**src/rtl/fp_normalize_round.sv**
```systemverilog
// Normalize-and-round stage of the binary32 adder: a normalize stage feeds a
// round-to-nearest-even stage, with valid/ready flow control on both sides.
module fp_normalize_round (
  input  logic        clk,
  input  logic        rst,
  input  logic        in_valid,
  output logic        in_ready,
  input  logic        sign_in,
  input  logic [7:0]  exp_in,
  input  logic [24:0] mant_in,
  input  logic [2:0]  grs_in,
  input  logic [7:0]  lz_count,
  output logic        out_valid,
  input  logic        out_ready,
  output logic [31:0] result,
  output logic        overflow,
  output logic        underflow,
  output logic        inexact,
  output logic        zero
);

  logic s1_valid, s2_valid;
  logic s1_adv, s2_adv;

  logic               s1_sign, s1_zero, s1_uf, s1_zinx;
  logic signed [9:0]  s1_exp;
  logic [23:0]        s1_mant;
  logic [2:0]         s1_grs;

  logic               n1_zero, n1_uf, n1_zinx;
  logic signed [9:0]  n1_exp;
  logic [23:0]        n1_mant;
  logic [2:0]         n1_grs;
  logic signed [9:0]  exp_ext;
  logic [4:0]         shamt;
  logic [26:0]        ext;

  logic               round_up, frac_carry, mant_carry;
  logic [22:0]        r_frac;
  logic signed [9:0]  r_exp;
  logic [31:0]        n2_result;
  logic               n2_ov, n2_uf, n2_inx, n2_zero;

  assign s2_adv   = !s2_valid || out_ready;
  assign s1_adv   = !s1_valid || s2_adv;
  assign in_ready = s1_adv;

  assign exp_ext = $signed({2'b00, exp_in});
  assign shamt   = (lz_count > 8'd24) ? 5'd24 : lz_count[4:0];
  assign ext     = {mant_in[23:0], grs_in} << shamt;

  // Exponent is tracked 10-bit signed so a left shift past the bottom shows up as e <= 0.
  always_comb begin
    n1_mant = ext[26:3];
    n1_grs  = ext[2:0];
    n1_exp  = exp_ext - $signed({5'b00000, shamt});
    n1_zero = 1'b0;
    n1_uf   = 1'b0;
    n1_zinx = 1'b0;
    if (mant_in == 25'd0) begin
      n1_zero = 1'b1;
      n1_zinx = |grs_in;
      n1_mant = 24'd0;
      n1_grs  = 3'd0;
      n1_exp  = 10'sd0;
    end else if (mant_in[24]) begin
      n1_mant = mant_in[24:1];
      n1_grs  = {mant_in[0], grs_in[2], grs_in[1] | grs_in[0]};
      n1_exp  = exp_ext + 10'sd1;
    end else if (n1_exp <= 10'sd0) begin
      n1_zero = 1'b1;
      n1_uf   = 1'b1;
      n1_zinx = 1'b1;
    end
  end

  assign round_up                = s1_grs[2] & (s1_grs[1] | s1_grs[0] | s1_mant[0]);
  assign {frac_carry, r_frac}    = {1'b0, s1_mant[22:0]} + {23'd0, round_up};
  assign mant_carry              = frac_carry & s1_mant[23];
  assign r_exp                   = mant_carry ? s1_exp + 10'sd1 : s1_exp;

  always_comb begin
    n2_result = {s1_sign, r_exp[7:0], r_frac};
    n2_ov     = 1'b0;
    n2_uf     = 1'b0;
    n2_inx    = |s1_grs;
    n2_zero   = 1'b0;
    if (s1_zero) begin
      n2_result = {s1_sign, 31'd0};
      n2_uf     = s1_uf;
      n2_inx    = s1_zinx;
      n2_zero   = 1'b1;
    end else if (r_exp >= 10'sd255) begin
      n2_result = {s1_sign, 8'hFF, 23'd0};
      n2_ov     = 1'b1;
      n2_inx    = 1'b1;
    end
  end

  always_ff @(posedge clk) begin
    if (rst) begin
      s1_valid  <= 1'b0;
      s2_valid  <= 1'b0;
      result    <= 32'd0;
      overflow  <= 1'b0;
      underflow <= 1'b0;
      inexact   <= 1'b0;
      zero      <= 1'b0;
    end else begin
      if (s1_adv) begin
        s1_valid <= in_valid;
        if (in_valid) begin
          s1_sign <= sign_in;
          s1_exp  <= n1_exp;
          s1_mant <= n1_mant;
          s1_grs  <= n1_grs;
          s1_zero <= n1_zero;
          s1_uf   <= n1_uf;
          s1_zinx <= n1_zinx;
        end
      end
      // Output registers only load on advance, so a stalled result stays bit-stable.
      if (s2_adv) begin
        s2_valid <= s1_valid;
        if (s1_valid) begin
          result    <= n2_result;
          overflow  <= n2_ov;
          underflow <= n2_uf;
          inexact   <= n2_inx;
          zero      <= n2_zero;
        end
      end
    end
  end

  assign out_valid = s2_valid;

endmodule

```
**config.mk**
```make
export PLATFORM = sky130hd
export DESIGN_NAME = fp_normalize_round
export DESIGN_NICKNAME = d
export VERILOG_FILES = /design/src/rtl/fp_normalize_round.sv
export SDC_FILE = /design/constraint.sdc
export NUM_CORES = 1
export LEC_CHECK = 0
export BUFFER_PORTS_ARGS = -buffer_cell sky130_fd_sc_hd__clkbuf_2
export CAP_MARGIN = 10
export CORE_MARGIN = 2
export CORE_UTILIZATION = 46
export CTS_CLUSTER_DIAMETER = 80
export DETAILED_ROUTE_END_ITERATION = 6
export PLACE_DENSITY = 0.67
export SKIP_LAST_GASP = 1
export SYNTH_ARGS = -nofsm -noshare
export SYNTH_HDL_FRONTEND = slang
export SYNTH_SLANG_ARGS = --single-unit
```
**constraint.sdc**
```tcl
create_clock -name clk -period 5.3 [get_ports clk]
set_input_delay 0.53 -clock clk [delete_from_list [all_inputs] [get_ports clk]]
set_output_delay 0.53 -clock clk [all_outputs]
set_load 0.03 [all_outputs]
```
==> results.md <==
- Outcome: complete, no violations
- Cell variety after synth: 72
- Routed via count: 5171
- Final Skew: 0.00437 ns
- Setup TNS: 0 ns
- CP arrival: 3.88 ns
- Cell Area, Placed: 6230 um2
- Hold_buf cts: 0
- Final Setup Violations: 0
- Measured slew at the worst slew-check pin: 1.17 ns
- Leak: 2.62 nW
- Pin count of the biggest net entering global routing: 46
- Vias in the first global route: 4847
- Sequential area share after synthesis: 34.9%
- Global-route wire length before repair: 24900 um
- YS warnings: 0
- Critical Path Source Type: input pin
- Core area: 12100 um2
- Post-DP HPWL: 11700 um
- Pwr per Cell Area: 252 nW/um2
- CTS tree: yes
- Hold Path Class: input pin to register
- Leading cell types by count after synthesis: nand2_1, nor2_1, edfxtp_1, dfxtp_1, nand3_1
- Total CTS buffers: 9
- Util after Layout: 54.5%
- Clk slew on worst S/H paths: 0.06 ns
- Area growth from synthesis to layout: 15.2%
- Post-synthesis async set-or-reset flop share: 0%
- Area contributors post-synth: edfxtp_1, dfxtp_1, mux4_2, mux2i_1, nand2_1
- Achievable frequency: 263 MHz
- Worst setup path start: lz_count[6]
- Worst hold path cell count: 1
- Die Width: 115 um
- Total gr overflow: 0
- Sink Count: 79
- Clock Tree Root: clkbuf_16
- Total GRT Usage: 23.6%
- Design Area, Final: 6570 um2
- Port Buf Inserts: 86
- Drt initial violations: 620
- Slew HR: 22.1%
- Critical path's slowest cell: a2111oi_4
- Crit Path Max Fanout: 27
- Worst path cell trace: clkbuf_2 -> a2111oi_4 -> nand2_4 -> inv_2 -> ha_1 -> fa_1 -> nor2b_1 -> o22ai_1 -> nand2_1 -> xnor2_1 -> nor3b_1 -> o32ai_1 -> nand2_1
- Max clock buf depth: 2
- WHS: 0.377 ns
- Largest area contributor in the netlist: edfxtp_1
- Crit path kind: input pin to register
- Final Hold Fails: 0
- Drt drc: 0
- Synth Cell Area: 5710 um2
- CTS H-tree depth: 3
- Cells on worst reg2reg path: 7
- # rows: 40
- Final min period: 3.81 ns
- Critical path capture point type: register
- Synth Flop Type: edfxtp_1
- Final WL: 15400 um
- Share of Yosys cell area claimed by the top area cell type: 21.6%
- Nets@finish: 736
- FF+latch count, synth: 79
- Syn nets: 670
- DRT Pass-1 Iters: 6
- Most frequent cell after synthesis: nand2_1
- Pins Over Slew Limit: 0
- N_diodes: 0
- R2r startpoint: s1_mant[15]
- RSZ-0062 raised after global routing: no
- Peak VDD IR: 0.000137 V
- Post-cts gate resize count: 0
- Min-Delay Startpoint: sign_in
- Hold Path End: s1_sign
- Maxcap violations: 0
- Tcrit/Tclk final: 71.8%
- Cells after synthesis: 614
- Max stage delay on crit path: 0.67 ns
- Wire per inst: 18.1 um
- Critical path required time: 5.37 ns
- Share of cells above drive strength 1: 21.8%
- Reg2reg end: result[8]
- GPL Wtd Cong: 0.912
- Die height: 115 um
- Post-CTS setup buffer count: 0
- Post-synth EDFFs: 41
- Starting Density: 47.3%
- Antenna-violating nets left: 0
- Avg Inst Size Synth: 9.29 um2
- Initial antenna violation count: 0
- DR vias/cell: 6.06
- Die Footprint: 13300 um2
- IO Count: 87
- Worst path most repeated cell: nand2_1
- Clk Latency, worst-skew pair: 0.33 ns
- Reg2Reg Setup Slack: 1.92 ns
## cell usage in the layout, fill, tap and decap left out, drive strengths merged, types with 16 or more instances in the layout
cell type and n:
clkbuf 95, mux4 16, nand3 38, a22o 25, a22oi 17, nor2 52, nand2 68, edfxtp 41
xor2 23, mux2i 29, a21oi 25, dfxtp 38, o21ai 20
## routing by layer
layer,vias to the layer above,wire length (um),share of wire (%),global-route usage (%)
li1,2487,-,-,-
met1,2420,7020,46,33.4
met2,235,6980,45,36.4
met3,29,1030,6.7,3.22
met4,0,384,2.5,9.64
met5,-,0,0,0
## worst max-delay path by stage
stage,endpoint,slack (ns),cells after the start
CTS,s1_zinx,1.48,13
floorplan,s1_exp[5],1.98,13
detailed placement,s1_zinx,1.12,13
global placement,s1_uf,1.27,13
global route,s1_zero,1.11,13
finish,s1_zinx,1.49,13
## flip-flops by register name (all words and copies together) (netlist names), 3 cells and up
signal,flops
s1_mant,24
s1_exp,10
s1_grs,3
result,32
## logic make-up (layout without fill, tap and decap cells)
family                   count (synthesis)  count (layout)  synth area share, %
multiplexers                            49              49                 12.3
XOR/XNOR                                39              39                 6.23
adder cells (fa/ha/maj)                  7               7                 1.67
AND/OR/NAND/NOR                        236             236                 21.1
AO/OA/AOI/OAI                          154             154                 20.1
buffers and inverters                   50             121                 3.68
flip-flops                              79              79                 34.9
## worst max-delay path, delay by kind of cell
family | cells | cell delay, ns
buffers and inverters | 2 | 0.59
and+or+nand+nor | 5 | 0.72
xor gates and xnor gates | 1 | 0.19
adders and majority gates | 2 | 0.52
AOI/OAI and AO/OA | 3 | 1.32
## layout make-up
type | instances | area [um2]
flip-flops and latches | 79 | 1990
clock buffers | 9 | 225
multi-input cells | 485 | 3510
inverters | 13 | 48.8
clock inverters | 7 | 111
well taps | 168 | 210
fillers | 1095 | 5490
repair buffers | 92 | 475
## through the flow
step / power (mW) / worst slack (ns) / instances
global placement: 0.971 / 1.27 / 837
global route: 1.72 / 1.11 / 853
floorplan: 0.882 / 1.98 / 614
detailed placement: 0.974 / 1.12 / 837
CTS: 1.66 / 1.48 / 853
finish: 1.65 / 1.49 / 853
## report_power, final
part / switching (mW) / internal [mW] / leakage, nW / total (mW)
combinational: 0.171 / 0.103 / 1.75 / 0.273
sequential: 0.0200 / 0.672 / 0.713 / 0.692
clock: 0.232 / 0.456 / 0.163 / 0.688
total: 0.423 / 1.23 / 2.62 / 1.65
Power figures use the tool's default switching activity.
